$ cat config.mk
export PLATFORM = sky130hd
export DESIGN_NAME = spi_mem_ctrl
export DESIGN_NICKNAME = d
export VERILOG_FILES = /design/src/rtl/spi_mem_ctrl.sv
export SDC_FILE = /design/constraint.sdc
export NUM_CORES = 1
export LEC_CHECK = 0
export ABC_AREA = 1
export ABC_CLOCK_PERIOD_IN_PS = 6300
export BUFFER_PORTS_ARGS = -buffer_cell sky130_fd_sc_hd__buf_2
export CAP_MARGIN = 20
export CELL_PAD_IN_SITES_DETAIL_PLACEMENT = 0
export CELL_PAD_IN_SITES_GLOBAL_PLACEMENT = 1
export CORE_MARGIN = 4
export CORE_UTILIZATION = 45
export CTS_CLUSTER_SIZE = 25
export DETAILED_ROUTE_END_ITERATION = 7
export PLACE_DENSITY = 0.83
export SLEW_MARGIN = 20
export SYNTH_ARGS = -nofsm -noshare
export SYNTH_HDL_FRONTEND = slang
export SYNTH_SLANG_ARGS = --single-unit
$ cat constraint.sdc
create_clock -name clk -period 6.3 [get_ports clk]
set_clock_uncertainty 0.05 [all_clocks]
set_input_delay 0.315 -clock clk [delete_from_list [all_inputs] [get_ports clk]]
set_output_delay 0.315 -clock clk [all_outputs]
set_load 0.01 [all_outputs]
$ cat src/rtl/spi_mem_ctrl.sv
// Single-byte SPI master for the CU: 0x03 reads from flash/SRAM and 0x02 writes to SRAM,
// each framed with a 24-bit address, one chip select active per transaction.
module spi_mem_ctrl #(
    parameter int CLK_DIV = 2
) (
    input  logic        clk,
    input  logic        rst,
    input  logic        start,
    input  logic [1:0]  op,
    input  logic [15:0] addr,
    input  logic [7:0]  wdata,
    output logic [7:0]  rdata,
    output logic        done,
    output logic        busy,
    output logic        spi_sclk,
    output logic        spi_mosi,
    input  logic        spi_miso,
    output logic        rom_cs_n,
    output logic        ram_cs_n
);

    typedef enum logic [1:0] {IDLE, SHIFT, HOLD} state_t;

    localparam logic [7:0] DIV_LAST = 8'(CLK_DIV - 1);

    state_t      state;
    logic        armed;
    logic        is_read;
    logic [7:0]  div_cnt;
    logic [5:0]  bit_cnt;
    logic [39:0] frame_sr;
    logic [7:0]  rx_sr;
    logic [39:0] frame_new;
    logic        accept;
    logic        tick;
    logic        rise;
    logic        fall;

    function automatic logic [39:0] build_frame(input logic [1:0] o, input logic [15:0] a,
                                                input logic [7:0] w);
        if (o == 2'd2)
            return {8'h02, 8'h00, a, w};
        return {8'h03, 8'h00, a, 8'h00};
    endfunction

    assign frame_new = build_frame(op, addr, wdata);
    assign accept    = (state == IDLE) && start && armed;
    assign tick      = (div_cnt == 8'd0);
    assign rise      = (state == SHIFT) && tick && !spi_sclk;
    assign fall      = (state == SHIFT) && tick && spi_sclk;

    always_ff @(posedge clk or posedge rst) begin
        if (rst) begin
            state    <= IDLE;
            armed    <= 1'b1;
            is_read  <= 1'b0;
            div_cnt  <= 8'd0;
            bit_cnt  <= 6'd0;
            rdata    <= 8'h00;
            done     <= 1'b0;
            busy     <= 1'b0;
            spi_sclk <= 1'b0;
            spi_mosi <= 1'b0;
            rom_cs_n <= 1'b1;
            ram_cs_n <= 1'b1;
        end else begin
            done <= 1'b0;
            // A held-high start must be seen low once before another request is taken
            if (!start)
                armed <= 1'b1;
            case (state)
                IDLE: begin
                    if (accept) begin
                        armed   <= 1'b0;
                        busy    <= 1'b1;
                        is_read <= (op == 2'd0) || (op == 2'd1);
                        if (op == 2'd3) begin
                            state   <= HOLD;
                            div_cnt <= 8'd0;
                        end else begin
                            state    <= SHIFT;
                            div_cnt  <= DIV_LAST;
                            bit_cnt  <= 6'd0;
                            rom_cs_n <= (op != 2'd0);
                            ram_cs_n <= (op == 2'd0);
                            spi_mosi <= frame_new[39];
                        end
                    end
                end
                SHIFT: begin
                    if (tick) begin
                        div_cnt <= DIV_LAST;
                        if (!spi_sclk) begin
                            spi_sclk <= 1'b1;
                        end else begin
                            spi_sclk <= 1'b0;
                            if (bit_cnt == 6'd39) begin
                                state <= HOLD;
                            end else begin
                                bit_cnt  <= bit_cnt + 6'd1;
                                spi_mosi <= frame_sr[38];
                            end
                        end
                    end else begin
                        div_cnt <= div_cnt - 8'd1;
                    end
                end
                HOLD: begin
                    if (tick) begin
                        state    <= IDLE;
                        busy     <= 1'b0;
                        done     <= 1'b1;
                        rom_cs_n <= 1'b1;
                        ram_cs_n <= 1'b1;
                        spi_mosi <= 1'b0;
                        if (is_read)
                            rdata <= rx_sr;
                    end else begin
                        div_cnt <= div_cnt - 8'd1;
                    end
                end
                default: state <= IDLE;
            endcase
        end
    end

    // Shift registers carry no control meaning, so they are left out of reset
    always_ff @(posedge clk) begin
        if (accept)
            frame_sr <= frame_new;
        else if (fall)
            frame_sr <= {frame_sr[38:0], 1'b0};
        if (rise)
            rx_sr <= {rx_sr[6:0], spi_miso};
    end

endmodule

==> results of run 1 <==
[cell usage in the layout, fill, tap and decap left out, types with 3 or more instances in the layout]
master    Yosys  layout
nand2_1     142     142
edfxtp_1     47      47
buf_2         4      43
inv_1        41      41
nand3_1      35      35
dfrtp_1      29      29
nor2_1       20      20
clkbuf_8      0       9
a32o_1        7       7
o21ai_0       8       7
ha_1          7       7
a21oi_1       6       6
nand2_4       5       5
nor2_4        4       4
nand4_1       4       4
clkinv_1      2       4
nand2_2       3       3
clkinv_2      1       3
dfstp_2       3       3
[stage by stage]
stage	cells	util, %
6_report	548	53.8
5_1_grt	548	53.8
3_5_place_dp	532	51.8
3_3_place_gp	531	51.4
4_1_cts	548	53.8
2_1_floorplan	391	-
[cell families after synthesis]
group	count (synthesis)	synth area share, %
simple gates	218	25.8
flops	79	59.5
buf+inv	55	6.11
compound gates	29	5.58
fa+ha+maj	7	2.35
xor+xnor	3	0.706
[synth_stat cells, types with 2 or more instances]
cell      instances
o21a_1            2
nor2_2            2
dfrtp_1          29
a32o_1            7
inv_2             2
nand4_1           4
buf_2             4
nand3_1          35
clkinv_1          2
edfxtp_1         47
nand2_1         142
clkbuf_1          2
ha_1              7
inv_1            41
o21ai_0           8
xor2_1            2
nand2_4           5
dfstp_2           3
a21oi_1           6
nand2_2           3
nor2_4            4
nor2_1           20
o21ai_1           2
a21oi_2           2
[state kept, by name (all words and copies together) (netlist names)]
| name | flops |
|---|---|
| spi_mosi | 1 |
| armed | 1 |
| done | 1 |
| rom_cs_n | 1 |
| rx_sr | 8 |
| bit_cnt | 6 |
| frame_sr | 39 |
| rdata | 8 |
| state | 2 |
| spi_sclk | 1 |
| is_read | 1 |
| busy | 1 |
| div_cnt | 8 |
| ram_cs_n | 1 |
[cell type report]
type / count / area share (%)
multi-input combinational: 257 / 30.4
inverter: 48 / 4.45
timing repair buffer: 46 / 6.07
sequential: 79 / 52.2
clock inverter: 6 / 0.825
tap: 102 / 3.01
clock buffer: 10 / 3.01
[critical path: stages (launching register included)]
cell and delay, ps:
dfrtp_1 420, inv_1 90, ha_1 480, nand2_1 260, o21ai_4 540, buf_16 240
[how the worst max path moves through the flow]
stage	startpoint	endpoint	slack, ps	cells past startpoint
3_3_place_gp	state[1]$_DFFE_PP0P_	frame_sr[11]$_DFFE_PP_	3680	4
2_1_floorplan	div_cnt[0]$_DFFE_PP0P_	frame_sr[0]$_SDFFCE_PN0P_	1980	6
4_1_cts	state[1]$_DFFE_PP0P_	frame_sr[3]$_DFFE_PP_	3880	5
5_1_grt	state[1]$_DFFE_PP0P_	frame_sr[3]$_DFFE_PP_	3720	5
3_5_place_dp	state[1]$_DFFE_PP0P_	frame_sr[10]$_DFFE_PP_	3890	5
6_report	state[1]$_DFFE_PP0P_	frame_sr[3]$_DFFE_PP_	3920	5
[report_power, final]
part,leakage [nW],switching [mW],internal [mW]
clock network,0.0855,0.184,0.141
registers,0.851,0.0780,0.753
logic,1.15,0.521,0.262
total,2.08,0.783,1.16
[layer usage]
layer	track usage, %	part of all wire [%]	wire length, um	vias to the layer above
li1	-	-	-	1372
met1	22.8	50	3600	1229
met2	22.0	44	3120	67
met3	3.40	4.7	339	8
met4	5.67	1.3	92	0
met5	0	0	0	-
==> metrics.md, run 1 <==
| Metric | Value |
|---|---|
| N_diodes | `0` |
| Die area | `between 9000 and 10000 um2` |
| Root buffer cell | `clkbuf_8` |
| Starting density of the core | `around 47%` |
| Fraction of registers with async set/reset | `40.5%` |
| Vias in the first global route | `between 2k and 3k` |
| Flop2flop setup slack | `3920 ps` |
| Initial antenna violation count | `0` |
| Multi-input logic area | `~1300 um2` |
| Routed Antenna Nets | `0` |
| Final WS setup | `between 3000 and 4000 ps` |
| DP HPWL | `about 5000 um` |
| Fin nets | `478` |
| Critical R2R Capture | `frame_sr[3]$_DFFE_PP_` |
| Area of the core | `7890 um2` |
| Area grow syn2layout | `14.0%` |
| Total wire length | `between 7000 and 8000 um` |
| Yosys reg bits | `79` |
| First-pass GRT wire length | `12100 um` |
| CTS buffer count | `9` |
| Clock-pin slew on the worst setup and hold paths | `about 80 ps` |
| Min Hold Slack | `-0.177 ps` |
| Tightest Pin Transition | `approximately 630 ps` |
| Leak | `2.08 nW` |
| Slew HR | `57.5%` |
| Setup TNS Final | `0 ps` |
| Grt total ovfl | `0` |
| Cts repair resizes | `0` |
| Worst-skew pair later-pin latency | `around 350 ps` |
| Gr usage total | `15.4%` |
| Post-synth EDFFs | `47` |
| Synthesized area | `3720 um2` |
| Clk sink count | `79` |
| Final setup viols | `0` |
| Critical Path RT | `approximately 6300 ps` |
| Fin area | `4250 um2` |
| CP Capture Type | `flop` |
| Die W | `99.0 um` |
| Num ports | `44` |
| Site Rows | `32` |
| Drt first pass iters | `5` |
| PD cells | `457 nW/um2` |
| Arrival @ worst endpoint | `2380 ps` |
| Reg2reg path depth | `5` |
| Unrepaired setup endpoints after global routing | `false` |
| Critical-path maximum fanout | `24` |
| PortBufs | `43` |
| Final critical-path required period | `2380 ps` |
| Syn. warnings | `0` |
| Synth area leader | `edfxtp_1` |
| Share of cells above drive strength 1 | `between 10% and 20%` |
| Max IR drop VDD | `~0.00017 V` |
| Via count | `2676` |
| Postcts setup bufs | `0` |
| DR WL/cell | `~13 um` |
| Fin. max-slew vios | `0` |
| Tcrit/Tclk final | `37.7%` |
| Avg Synthesized Cell Area | `9.53 um2` |
| Synth cell types | `34` |
| Syn nets | `between 400 and 500` |
| DRT iter0 DRCs | `152` |
| Overall power | `between 1.5 and 2 mW` |
| Share of the synthesized area in the top cell type | `37.9%` |
| Worst r2r src | `state[1]$_DFFE_PP0P_` |
| Global placer's final weighted congestion | `a little under 0.8` |
| Min-delay worst type | `in -> async` |
| MaxCap Viol Count | `0` |
| Filler cells | `roughly 750` |
| Failing checks | `hold timing` |
| Chip height | `99.0 um` |
| Vias per cell | `~4.9` |
| Kind of start point of the critical path | `flop` |
| Primary FF master, synth | `edfxtp_1` |
| CTS tree | `built` |
| Outcome | `finished, violations left` |
| Largest net degree at the start of global routing | `42` |
| CTS Hold Buffers Added | `0` |
| Post-Syn Instances | `391` |
| Crit Path Category | `reg -> reg` |
| Seq/Total Area, Yosys | `between 50% and 60%` |
| FMAX | `421 MHz` |
| FF+latch area | `2220 um2` |
| CTS H-tree lvls | `3` |
| Place WS | `3890 ps` |
| Clock buffer depth | `2` |
| Synth top area cells | `edfxtp_1 38%, dfrtp_1 19%, nand2_1 14%` |
| Placed cell areas | `4080 um2` |
| Residual DRC count | `0` |
| Fin. Hold Viols | `3` |
Power figures use the tool's default switching activity.
==> run 2: changes to the inputs <==
--- a/config.mk
+++ b/config.mk
@@ -5,8 +5,8 @@
 export SDC_FILE = /design/constraint.sdc
 export NUM_CORES = 1
 export LEC_CHECK = 0
-export ABC_AREA = 1
-export ABC_CLOCK_PERIOD_IN_PS = 6300
+export ABC_AREA = 0
+export ABC_CLOCK_PERIOD_IN_PS = 2300
 export BUFFER_PORTS_ARGS = -buffer_cell sky130_fd_sc_hd__buf_2
 export CAP_MARGIN = 20
 export CELL_PAD_IN_SITES_DETAIL_PLACEMENT = 0
@@ -15,7 +15,7 @@
 export CORE_UTILIZATION = 45
 export CTS_CLUSTER_SIZE = 25
 export DETAILED_ROUTE_END_ITERATION = 7
-export PLACE_DENSITY = 0.83
+export PLACE_DENSITY = 0.81
 export SLEW_MARGIN = 20
 export SYNTH_ARGS = -nofsm -noshare
 export SYNTH_HDL_FRONTEND = slang
==> constraint.sdc (replaced) <==
create_clock -name clk -period 2.3 [get_ports clk]
set_clock_uncertainty 0.05 [all_clocks]
set_input_delay 0.115 -clock clk [delete_from_list [all_inputs] [get_ports clk]]
set_output_delay 0.115 -clock clk [all_outputs]
set_load 0.01 [all_outputs]
==> metrics.md, run 2 <==
| Metric | Value |
|---|---|
| Outcome | `complete, no violations` |
| DP HPWL | `4580 um` |
| Switch share | `34.2%` |
| Slew HR | `between 50 and 60%` |
| DRT iter0 DRCs | `105` |
| Via count | `roughly 2.4k` |
| Worst-skew pair later-pin latency | `340 ps` |
| Synth cell types | `47` |
| CTS tree | `built` |
| FMAX | `470 MHz` |
| Share of the synthesized area in the top cell type | `40.2%` |
| P_sw | `1.74 mW` |
| Sequential share of power | `between 40% and 50%` |
| Largest register FFs | `39` |
| Global placer's final weighted congestion | `0.809` |
| Critical Path RT | `2480 ps` |
| Clock power share | `between 20% and 30%` |
| Tcrit/Tclk final | `92.5%` |
| Unrepaired setup endpoints after global routing | `false` |
| Fraction of registers with async set/reset | `approximately two fifths` |
| Most frequent cell after synthesis | `nand2_1` |
| Post-synth EDFFs | `47` |
| Yosys reg bits | `79` |
| Num ports | `44` |
| Residual DRC count | `0` |
| Max IR drop VDD | `0.000459 V` |
| Overall power | `5.10 mW` |
| Most frequent cells in the layout | `73 x nand2_1, 47 x edfxtp_1, 43 x buf_2` |
| Kind of start point of the critical path | `flop` |
| PD cells | `1180 nW/um2` |
| Total wire length | `6820 um` |
| Chip height | `around 96 um` |
| CTS H-tree lvls | `3` |
| Synth area leader | `edfxtp_1` |
| Syn. warnings | `0` |
| DR WL/cell | `14.0 um` |
| N_diodes | `0` |
| CTS buffer count | `9` |
| Fin. max-slew vios | `0` |
| Clock-pin slew on the worst setup and hold paths | `80 ps` |
| Root buffer cell | `clkbuf_8` |
| Fin nets | `approximately 420` |
| Vias per cell | `5.02` |
| Filler cells | `614` |
| Min Hold Slack | `roughly 16 ps` |
| Crit Path Category | `reg -> reg` |
| P_int | `3.36 mW` |
| Gr usage total | `16.0%` |
| Drt first pass iters | `4` |
| PortBufs | `43` |
| Clock buffer depth | `2` |
| Comb power frac | `35.1%` |
| Initial antenna violation count | `0` |
| Seq/Total Area, Yosys | `63.1%` |
| Largest Register | `frame_sr` |
| Routed Antenna Nets | `0` |
| Top cells by count, synth | `75 x nand2_1, 47 x edfxtp_1, 29 x dfrtp_1` |
| Min-delay worst type | `in -> reg` |
| Primary FF master, synth | `edfxtp_1` |
| Starting density of the core | `47.4%` |
| Share of cells above drive strength 1 | `a little under a quarter` |
| Multi-input logic area | `1230 um2` |
| Area grow syn2layout | `22.8%` |
| Die area | `9280 um2` |
| Clk sink count | `slightly below 80` |
| Vias in the first global route | `2362` |
| FF+latch area | `2220 um2` |
| Final critical-path required period | `2130 ps` |
| Synthesized area | `~3500 um2` |
| Grt total ovfl | `0` |
| Avg Synthesized Cell Area | `around 11 um2` |
| Final setup viols | `0` |
| Area of the core | `approximately 7400 um2` |
| Critical-path maximum fanout | `8` |
| Post-Syn Instances | `roughly 310` |
| Syn nets | `348` |
| Leak | `1.88 nW` |
| First-pass GRT wire length | `11300 um` |
| MaxCap Viol Count | `0` |
| Arrival @ worst endpoint | `2310 ps` |
| Largest net degree at the start of global routing | `40` |
| Site Rows | `31` |
| Die W | `96.3 um` |
| Synth top area cells | `edfxtp_1 40%, dfrtp_1 21%, nand2_1 8.0%` |
| Leading cell type in the layout, fill and taps excluded | `nand2_1` |
| CP Capture Type | `flop` |
| Fin. Hold Viols | `0` |
| Tightest Pin Transition | `647 ps` |
run 2: worst paths after layout:
kind / slack, ps / cells after the start / startpoint / endpoint
setup reg to reg: 170 / 7 / div_cnt[0]$_DFFE_PP0P_ / rdata[7]$_DFFE_PP0P_
hold / removal: 20 / 3 / wdata[6] / frame_sr[6]$_DFFE_PP_
max in group asynchronous: 1500 / 4 / rst / armed$_DFF_PP1_
setup / recovery: 170 / 7 / div_cnt[0]$_DFFE_PP0P_ / rdata[7]$_DFFE_PP0P_
min in group asynchronous: 350 / 4 / rst / rdata[7]$_DFFE_PP0P_
hold reg to reg: 400 / 0 / rx_sr[6]$_DFFE_PP_ / rx_sr[7]$_DFFE_PP_
run 2: stage by stage:
stage,instances,instance area [um2],setup slack [ps],util [%],setup TNS (ps)
3_3_place_gp,451,3910,290,52.8,0
2_1_floorplan,311,3530,-2.11,-,-82.2
3_5_place_dp,451,3910,216,52.8,0
4_1_cts,486,4310,202,58.2,0
5_1_grt,486,4310,15.2,58.2,0
6_report,486,4310,172,58.2,0
run 2: power groups by stage:
stage / Combinational [mW] / Sequential [mW] / Clock (mW)
after floorplan: 1.22 / 2.23 / 0
after global placement: 1.75 / 2.23 / 0
after detailed placement: 1.77 / 2.24 / 0
after CTS: 1.80 / 2.21 / 1.13
after global routing: 2.02 / 2.25 / 1.18
final: 1.79 / 2.21 / 1.10
run 2: routing by layer:
layer | up-vias | part of all wire [%] | GRT usage, %
met5 | - | 0 | 0
met4 | 0 | 1.4 | 5.96
li1 | 1223 | - | -
met1 | 1160 | 49 | 22.7
met3 | 9 | 3.9 | 3.28
met2 | 49 | 46 | 24.1
run 2: layout make-up:
| type | instances | share of cell area (%) |
|---|---|---|
| flip-flops and latches | 79 | 51.4 |
| multi-input cells | 209 | 28.6 |
| repair buffers | 71 | 11.3 |
| clock buffers | 10 | 2.96 |
| well taps | 99 | 2.87 |
| clock inverters | 6 | 1.92 |
| inverters | 12 | 1.04 |
run 2: critical path, cell delays in order (launching register included):
cell,delay [ps]
dfrtp_1,430
inv_1,100
ha_1,150
nor4b_4,310
nand3_1,330
inv_2,150
nand2_2,150
mux2_1,340
run 2: logic make-up after synthesis:
kind of cell,synth area share [%]
adder cells (fa/ha/maj),2.49
XOR/XNOR,1.50
flip-flops,63.1
AO/OA/AOI/OAI,6.81
multiplexers,3.42
AND/OR/NAND/NOR,20.2
buffers and inverters,2.49
run 2: repair_timing:
item,CTS,global route
endpoints found under the hold margin,47,0
hold buffers,19,0
endpoints found under the setup margin,0,1
buffers inserted,0,0
gates resized for setup,0,1
